**src/rtl/spi_pkg.sv**
```systemverilog
// rtl/spi_pkg.sv - shared types and helpers for the parametrised SPI master
package spi_pkg;

  typedef enum logic [1:0] {
    IDLE  = 2'd0,
    LEAD  = 2'd1,
    XFER  = 2'd2,
    TRAIL = 2'd3
  } spi_state_e;

  // SPI modes encoded as {cpol, cpha}
  localparam logic [1:0] SPI_MODE0 = 2'b00;
  localparam logic [1:0] SPI_MODE1 = 2'b01;
  localparam logic [1:0] SPI_MODE2 = 2'b10;
  localparam logic [1:0] SPI_MODE3 = 2'b11;

  // Width of the chip-select index; never less than one bit
  function automatic int cs_width(input int num_cs);
    return (num_cs > 1) ? $clog2(num_cs) : 1;
  endfunction

endpackage

```
**src/rtl/spi_sclk_gen.sv**
```systemverilog
// rtl/spi_sclk_gen.sv - half-period counter producing sclk toggle strobes
module spi_sclk_gen #(
  parameter int DIV_W = 8
) (
  input  logic             clk,
  input  logic             reset,
  input  logic             en,
  input  logic             edge_en,
  input  logic [DIV_W:0]   half,
  output logic             tick,
  output logic             lead_edge,
  output logic             trail_edge
);

  logic [DIV_W-1:0] cnt_q, cnt_d;
  logic             phase_q, phase_d;

  // Count clk cycles within a half period; phase tracks leading vs trailing
  always_comb begin
    tick       = en && (({1'b0, cnt_q} + (DIV_W+1)'(1)) == half);
    cnt_d      = cnt_q + DIV_W'(1);
    if (!en || tick) begin
      cnt_d = '0;
    end
    phase_d    = phase_q;
    if (!edge_en) begin
      phase_d = 1'b0;
    end else if (tick) begin
      phase_d = ~phase_q;
    end
    lead_edge  = tick && edge_en && !phase_q;
    trail_edge = tick && edge_en && phase_q;
  end

  // Counter and phase registers
  always_ff @(posedge clk or posedge reset) begin
    if (reset) begin
      cnt_q   <= '0;
      phase_q <= 1'b0;
    end else begin
      cnt_q   <= cnt_d;
      phase_q <= phase_d;
    end
  end

endmodule

```
**src/rtl/spi_master_param.sv**
```systemverilog
// rtl/spi_master_param.sv - four-mode SPI master with runtime divider and CS bank
module spi_master_param #(
  parameter int DATA_W    = 8,
  parameter int NUM_CS    = 4,
  parameter int DIV_W     = 8,
  parameter int MSB_FIRST = 1
) (
  input  logic                                 clk,
  input  logic                                 reset,
  input  logic                                 start,
  input  logic [DATA_W-1:0]                    tx_data,
  input  logic                                 cpol,
  input  logic                                 cpha,
  input  logic [DIV_W-1:0]                     clk_div,
  input  logic [spi_pkg::cs_width(NUM_CS)-1:0] cs_sel,
  input  logic                                 miso,
  output logic                                 sclk,
  output logic                                 mosi,
  output logic [NUM_CS-1:0]                    cs_n,
  output logic                                 busy,
  output logic                                 done,
  output logic [DATA_W-1:0]                    rx_data
);

  import spi_pkg::*;

  localparam int            EW        = $clog2(2 * DATA_W);
  localparam logic [EW-1:0] LAST_EDGE = EW'(2 * DATA_W - 1);

  spi_state_e        state_q, state_d;
  logic              sclk_q, sclk_d;
  logic              mosi_q, mosi_d;
  logic [NUM_CS-1:0] cs_n_q, cs_n_d;
  logic              busy_q, busy_d;
  logic              done_q, done_d;
  logic [DATA_W-1:0] rx_data_q, rx_data_d;
  logic [DATA_W-1:0] tx_sh_q, tx_sh_d;
  logic [DATA_W-1:0] rx_sh_q, rx_sh_d;
  logic              cpha_q, cpha_d;
  logic [DIV_W-1:0]  div_q, div_d;
  logic [EW-1:0]     edge_cnt_q, edge_cnt_d;

  logic              tick, lead_edge, trail_edge;
  logic [DIV_W:0]    half;
  logic [DATA_W-1:0] tx_shifted;

  // Bit currently at the head of the transmit word
  function automatic logic head(input logic [DATA_W-1:0] w);
    return (MSB_FIRST != 0) ? w[DATA_W-1] : w[0];
  endfunction

  // Drop the head bit, moving the next one into place
  function automatic logic [DATA_W-1:0] shift_out(input logic [DATA_W-1:0] w);
    return (MSB_FIRST != 0) ? {w[DATA_W-2:0], 1'b0} : {1'b0, w[DATA_W-1:1]};
  endfunction

  // Append a received bit so the word ends up in natural order
  function automatic logic [DATA_W-1:0] shift_in(input logic [DATA_W-1:0] w, input logic b);
    return (MSB_FIRST != 0) ? {w[DATA_W-2:0], b} : {b, w[DATA_W-1:1]};
  endfunction

  assign half       = {1'b0, div_q} + (DIV_W+1)'(1);
  assign tx_shifted = shift_out(tx_sh_q);

  spi_sclk_gen #(.DIV_W(DIV_W)) u_sclk_gen (
    .clk        (clk),
    .reset      (reset),
    .en         (state_q != IDLE),
    .edge_en    (state_q == XFER),
    .half       (half),
    .tick       (tick),
    .lead_edge  (lead_edge),
    .trail_edge (trail_edge)
  );

  // Next-state and datapath: sequencing, shifting and sampling
  always_comb begin
    state_d    = state_q;
    sclk_d     = sclk_q;
    mosi_d     = mosi_q;
    cs_n_d     = cs_n_q;
    busy_d     = busy_q;
    done_d     = 1'b0;
    rx_data_d  = rx_data_q;
    tx_sh_d    = tx_sh_q;
    rx_sh_d    = rx_sh_q;
    cpha_d     = cpha_q;
    div_d      = div_q;
    edge_cnt_d = edge_cnt_q;

    case (state_q)
      IDLE: begin
        sclk_d     = cpol;
        edge_cnt_d = '0;
        if (start) begin
          state_d = LEAD;
          busy_d  = 1'b1;
          cpha_d  = cpha;
          div_d   = clk_div;
          tx_sh_d = tx_data;
          rx_sh_d = '0;
          // An out-of-range cs_sel matches no bit, so every select stays high
          for (int i = 0; i < NUM_CS; i++) begin
            cs_n_d[i] = (int'(cs_sel) != i);
          end
          if (!cpha) begin
            mosi_d = head(tx_data);
          end
        end
      end

      LEAD: begin
        if (tick) begin
          state_d = XFER;
        end
      end

      XFER: begin
        if (lead_edge || trail_edge) begin
          sclk_d     = ~sclk_q;
          edge_cnt_d = edge_cnt_q + EW'(1);
        end
        if (cpha_q ? trail_edge : lead_edge) begin
          rx_sh_d = shift_in(rx_sh_q, miso);
        end
        if (!cpha_q && trail_edge && (edge_cnt_q != LAST_EDGE)) begin
          tx_sh_d = tx_shifted;
          mosi_d  = head(tx_shifted);
        end
        if (cpha_q && lead_edge) begin
          mosi_d  = head(tx_sh_q);
          tx_sh_d = tx_shifted;
        end
        if (tick && (edge_cnt_q == LAST_EDGE)) begin
          state_d = TRAIL;
        end
      end

      TRAIL: begin
        if (tick) begin
          state_d   = IDLE;
          busy_d    = 1'b0;
          done_d    = 1'b1;
          cs_n_d    = '1;
          rx_data_d = rx_sh_q;
        end
      end

      default: state_d = IDLE;
    endcase
  end

  // State and datapath registers
  always_ff @(posedge clk or posedge reset) begin
    if (reset) begin
      state_q    <= IDLE;
      sclk_q     <= 1'b0;
      mosi_q     <= 1'b0;
      cs_n_q     <= '1;
      busy_q     <= 1'b0;
      done_q     <= 1'b0;
      rx_data_q  <= '0;
      tx_sh_q    <= '0;
      rx_sh_q    <= '0;
      cpha_q     <= 1'b0;
      div_q      <= '0;
      edge_cnt_q <= '0;
    end else begin
      state_q    <= state_d;
      sclk_q     <= sclk_d;
      mosi_q     <= mosi_d;
      cs_n_q     <= cs_n_d;
      busy_q     <= busy_d;
      done_q     <= done_d;
      rx_data_q  <= rx_data_d;
      tx_sh_q    <= tx_sh_d;
      rx_sh_q    <= rx_sh_d;
      cpha_q     <= cpha_d;
      div_q      <= div_d;
      edge_cnt_q <= edge_cnt_d;
    end
  end

  assign sclk    = sclk_q;
  assign mosi    = mosi_q;
  assign cs_n    = cs_n_q;
  assign busy    = busy_q;
  assign done    = done_q;
  assign rx_data = rx_data_q;

endmodule

```
**config.mk**
```make
export PLATFORM = sky130hd
export DESIGN_NAME = spi_master_param
export DESIGN_NICKNAME = d
export VERILOG_FILES = /design/src/rtl/spi_pkg.sv /design/src/rtl/spi_sclk_gen.sv /design/src/rtl/spi_master_param.sv
export SDC_FILE = /design/constraint.sdc
export NUM_CORES = 1
export LEC_CHECK = 0
export BUFFER_PORTS_ARGS = -buffer_cell sky130_fd_sc_hd__buf_4
export CAP_MARGIN = 20
export CELL_PAD_IN_SITES_DETAIL_PLACEMENT = 0
export CELL_PAD_IN_SITES_GLOBAL_PLACEMENT = 1
export CORE_MARGIN = 4
export CORE_UTILIZATION = 40
export CTS_BUF_LIST = sky130_fd_sc_hd__clkbuf_16
export DETAILED_ROUTE_END_ITERATION = 12
export PLACE_DENSITY_LB_ADDON = 0.1
export SLEW_MARGIN = 20
export SYNTH_ARGS = -nofsm -noshare
export SYNTH_HDL_FRONTEND = slang
export SYNTH_SLANG_ARGS = --single-unit
export TNS_END_PERCENT = 30
```
**constraint.sdc**
```tcl
create_clock -name clk -period 2.7 [get_ports clk]
set_input_delay 0.405 -clock clk [delete_from_list [all_inputs] [get_ports clk]]
set_output_delay 0.405 -clock clk [all_outputs]
set_load 0.05 [all_outputs]
```
== Yosys cells after proc, flatten, opt, wreduce, memory -nomap -nowiden ==
Cells that the tools add are included.
Operators by class
  muxes and demuxes: 33
  add/sub/neg operators: 4
  eq/ne operators: 18
  bitwise operators: 2
  reduce and logical (&&, ||, !) cells: 26
Operators by type and width (count)
  $mux W8: 6
  $pmux W8 S2: 2
  $ne A2 B2 Y1 const B: 10
  $add A8 B1 Y9 const B: 2
  $pmux W4 S2: 2
  $mux W1: 12
  $mux W4: 3
  $eq A9 B9 Y1: 1
  $reduce_and A3 Y1: 3
  $add A8 B1 Y8 const B: 1
  $logic_and A1 B1 Y1: 8
  $mux W2: 4
  $pmux W2 S4: 1
  $reduce_and A4 Y1: 2
  $reduce_bool A2 Y1: 4
  $pmux W1 S2: 3
  $reduce_and A2 Y1: 3
  $add A4 B1 Y4 const B: 1
  $eq A2 B2 Y1 const B: 2
  $eq A4 B4 Y1 const B: 1
  $ne A4 B4 Y1 const B: 1
  $logic_not A1 Y1: 3
  $ne A3 B3 Y1 const B: 1
  $eq A2 B1 Y1 const B: 1
  other kinds (4): 6
Word-level totals
  logic and storage cells: 97
  input bits: 24
  output and inout bits: 16
  register bits: 56

== Longest topological paths before layout ==
  depth in word-level cells: 10
  mapped depth: 10
  depth with buffers taken out: 9

== Cells and area by module ==
From an unflattened synthesis, not the netlist that was laid out.
Unflattened totals
  cell total of the unflattened synthesis: 290
  area, all modules: 3031.7 um^2
By module, submodules not included
  spi_master_param: seq. area each 1181.1 um^2, times used 1, area an instance 2294.7 um^2, cells an instance 205
  spi_sclk_gen: seq. area each 225.2 um^2, times used 1, area an instance 737.0 um^2, cells an instance 85

== Worst setup path before layout ==
Ideal clock, no wire load.
  path type: flip-flop to flip-flop
  start point: reg u_sclk_gen.cnt_q[0]
  end point: reg rx_sh_q[0]
  setup slack: 0.168 ns
  data required time: 2.579 ns
  library setup time: 0.121 ns
  clock period less this slack: 2.532 ns
  path buffers: 1
  data arrival time: 2.411 ns
  cell stages (with the launch flop): 11
  cells stage by stage: dfrtp_1 > ha_1 > nand3_1 > xor3_1 > and2_1 > mux2i_1 > nor4b_4 > and3_1 > buf_4 > nor2_2 > a22o_1
Between the ends
  cells in the longest elaborated chain, start to end: 8
  elaborated cells on any way between the ends: 9
  classes of those cells: add/sub (1); eq/ne (2); mux (1); reduce/logical (5)
Ends and longest elaborated chain
  start, declared: RTL line spi_sclk_gen.sv:15  | logic [DIV_W-1:0] cnt_q, cnt_d;
  start signal, assigned: RTL line spi_sclk_gen.sv:41  | cnt_q <= cnt_d;
  $add A8 B1 Y9 (*): RTL line spi_sclk_gen.sv:20  | tick = en && (({1'b0, cnt_q} + (DIV_W+1)'(1)) == half);
  $eq A9 B9 Y1 (*): RTL line spi_sclk_gen.sv:20
  $logic_and A1 B1 Y1 (*): RTL line spi_sclk_gen.sv:20
  $logic_and A1 B1 Y1 (*): RTL line spi_sclk_gen.sv:31, spi_sclk_gen.sv:32
  $logic_and A1 B1 Y1 (on tied branches): RTL line spi_sclk_gen.sv:31, spi_sclk_gen.sv:32
  $mux W1 (*): RTL line spi_master_param.sv:123  | if (cpha_q ? trail_edge : lead_edge) begin
  $ne A2 B2 Y1 (no line) (*)
  $reduce_and A3 Y1 (no line) (*)
  end signal, assigned: RTL line spi_master_param.sv:177  | rx_sh_q <= rx_sh_d;
  end, declared: RTL line spi_master_param.sv:38  | logic [DATA_W-1:0] rx_sh_q, rx_sh_d;
Mark *: on every way between the ends. The rest lies on a longest branch, timed or not.
A chain may end at the register's enable or synchronous reset.

== Final worst setup path ==
  start point: reg u_sclk_gen.cnt_q[4]
  end point: reg rx_sh_q[2]
Same word-level chain as after synthesis.

==> flow_metrics.env <==
export IMPL_drc=0
export IMPL_netSwitchingFraction=0.408
export IMPL_cts_buffer_depth=2
export IMPL_drive_above_1_share=0.286
export IMPL_end_kind="flip-flop"
export IMPL_cts_root_buf="clkbuf_16"
export IMPL_chipWidth_um=92.2
export IMPL_grt_max_degree=57
export IMPL_synth_seq_cells=56
export IMPL_viasPerCell=5.14
export IMPL_cts_clk_slew_worst_paths_ns=0.08
export IMPL_rrSetupSlack_ns=0.16
export IMPL_grt_ovfl_total=0
export IMPL_power_mw=3.82
export IMPL_syn_cell_area_um2=2840
export IMPL_grt_pass1_vias=2041
export IMPL_fin_worst_skew_ns=0.00567
export IMPL_yosysWarnings=0
export IMPL_post_cts_resized=0
export IMPL_cp_start_kind="flip-flop"
export IMPL_cts_setup_buffers=0
export IMPL_yosysSeqAreaShare=0.495
export IMPL_outcome="finished, final reports clean"
export IMPL_fin_crit_ns=2.54
export IMPL_power_frac_seq=0.364
export IMPL_wirelength_um=5780
export IMPL_reg2reg_from="u_sclk_gen.cnt_q[4]$_DFF_PP0_"
export IMPL_hold_viol_final=0
export IMPL_fmax_mhz=394
export IMPL_wl_per_cell_um=14.0
export IMPL_synthTopCellsByArea="dfrtp_1, mux2_2, o21ai_0"
export IMPL_synth_async_reset_ratio=1.00
export IMPL_crit_arrival_ns=2.72
export IMPL_globalplace_congestion=0.783
export IMPL_grt_use_total=0.142
export IMPL_fp_dieH_um=92.2
export IMPL_crit_path_start="u_sclk_gen.cnt_q[4]$_DFF_PP0_"
export IMPL_ctsHoldBuffers=0
export IMPL_place_hpwl_um=4100
export IMPL_cts_sink_count=56
export IMPL_synth_top_area_cell="dfrtp_1"
export IMPL_antenna_found_initial=0
export IMPL_rsz0062_at_grt="false"
export IMPL_netlist_instances=270
export IMPL_numCtsBuffers=5
export IMPL_combPwrFrac=0.462
export IMPL_fp_dieArea_um2=8510
export IMPL_finish_instance_area_um2=3490
export IMPL_pin_count=40
export IMPL_dpl_worst_slack_ns=0.0990
export IMPL_io_buffers=39
export IMPL_clkPwrFrac=0.175
export IMPL_syn_avg_cell_area_um2=10.5
export IMPL_ant_nets=0
export IMPL_slew_violations=0
export IMPL_clkLatencyLatePin_ns=0.29
export IMPL_row_count=30
export IMPL_num_vias=2130
export IMPL_worstHoldPathType="in -> async"
export IMPL_setup_viol=0
export IMPL_p_leak_nw=1.55
export IMPL_start_util=0.416
export IMPL_cp_required_ns=2.89
export IMPL_relSlewSlack=0.662
export IMPL_timing_hold_ws_ns=0.155
export IMPL_path_max_fanout=8
export IMPL_final_period_utilization=0.939
export IMPL_syn_to_final_growth_pct=22.9
export IMPL_synth_fp_nets=301
export IMPL_grt_pass1_wl_um=9740
export IMPL_ys_types=45
export IMPL_h_tree_depth=2
export IMPL_first_iter_violations=84
export IMPL_synth_common_cells="dfrtp_1, o21ai_0, nand2_1"
export IMPL_synth_top_flop_cell="dfrtp_1"
export IMPL_drv_cap=0
export IMPL_critPathKind="reg -> reg"
export IMPL_powerDensity_nw_per_um2=1090
export IMPL_drt_first_pass_iters=4
export IMPL_fillers=643
export IMPL_synth_edf_count=0
export IMPL_synth_top_area_frac=0.458
export IMPL_fin_ws_ns=0.164
export IMPL_finalSetupTns_ns=0
export IMPL_nNetsFinal=348
export IMPL_power_switching_mw=1.56
export IMPL_cts_tree="yes"
export IMPL_worst_slew_pin_slew_ns=0.507
export IMPL_core_area_um2=6830
export IMPL_internal_power_mw=2.26
export IMPL_irDropWorstVdd_mv=0.424
export IMPL_place_area_um2=3300
export IMPL_yosysMostFrequentCell="dfrtp_1"
export IMPL_antenna_cells=0
layout make-up:
type,instances,area [um^2],share of cell area
multi-input combinational,194,1390,0.398
clock buffer,5,125,0.0359
sequential,56,1410,0.404
clock inverter,3,26.3,0.00753
tap,96,120,0.0344
inverter,11,41.3,0.0118
timing repair buffer,49,380,0.109
metrics by stage:
stage / utilization / cells
floorplan: - / 270
global placement: 0.483 / 406
detailed placement: 0.483 / 406
CTS: 0.505 / 414
global route: 0.511 / 414
finish: 0.511 / 414
layer usage:
metal | vias up | track usage | wire, um
met1 | 1024 | 0.202 | 2900
met3 | 7 | 0.0279 | 172
met4 | 0 | 0.0446 | 72
met2 | 33 | 0.216 | 2640
li1 | 1066 | - | -
met5 | - | 0 | 0
power groups by stage:
stage	clock, mW	sequential, mW	combinational (mW)
finish	0.668	1.39	1.76
global route	0.719	1.44	1.94
CTS	0.685	1.39	1.71
detailed placement	0	1.40	1.70
global placement	0	1.40	1.69
floorplan	0	1.64	1.02
kinds of logic (layout without fill, tap and decap cells):
logic type | after synthesis | count (layout) | share of synthesized area
adders and majority gates | 7 | 7 | 0.0308
muxes | 26 | 26 | 0.0996
AOI/OAI and AO/OA | 67 | 67 | 0.146
and+or+nand+nor | 79 | 79 | 0.148
DFF | 56 | 56 | 0.495
xor gates and xnor gates | 15 | 15 | 0.0516
buffers and inverters | 20 | 68 | 0.0286
worst paths after layout:
kind,end,depth (start not counted)
setup / recovery,rx_sh_q[2]$_DFFE_PP0P_,9
hold / removal,done$_DFF_PP0_,3
setup reg to reg,rx_sh_q[2]$_DFFE_PP0P_,9
hold reg to reg,tx_sh_q[5]$_DFFE_PP0P_,2
max in group asynchronous,cs_n[3]$_DFFE_PP1P_,3
min in group clk,div_q[1]$_DFFE_PP0P_,2
sequential cells by signal, indices dropped and copies added (netlist names), 2 cells and up:
| register | flops |
|---|---|
| rx_sh_q | 8 |
| div_q | 8 |
| tx_sh_q | 8 |
| state_q | 2 |
| edge_cnt_q | 4 |
| cs_n | 4 |
| rx_data | 8 |
| u_sclk_gen.cnt_q | 8 |
placed cells by master (no fill, tap or decap), drive strengths merged, types with 5 or more instances in the layout:
cell type,synthesis,final
dfrtp,52,52
buf,3,49
o21ai,26,26
nand2,23,23
mux2,18,18
nand3,14,14
a21oi,13,13
nor2,13,13
inv,11,12
xnor2,8,8
mux2i,8,8
a22o,7,7
ha,7,7
xor2,6,6
clkbuf,6,5
critical path, stage by stage, from the launching register on:
cell	delay, ns
dfrtp_1	0.47
nand4_1	0.21
or3_1	0.45
a211o_1	0.31
nand4_1	0.17
nor4b_4	0.07
buf_4	0.19
and3_1	0.18
buf_4	0.16
a22o_1	0.23
(Power assumes the default switching activity.)
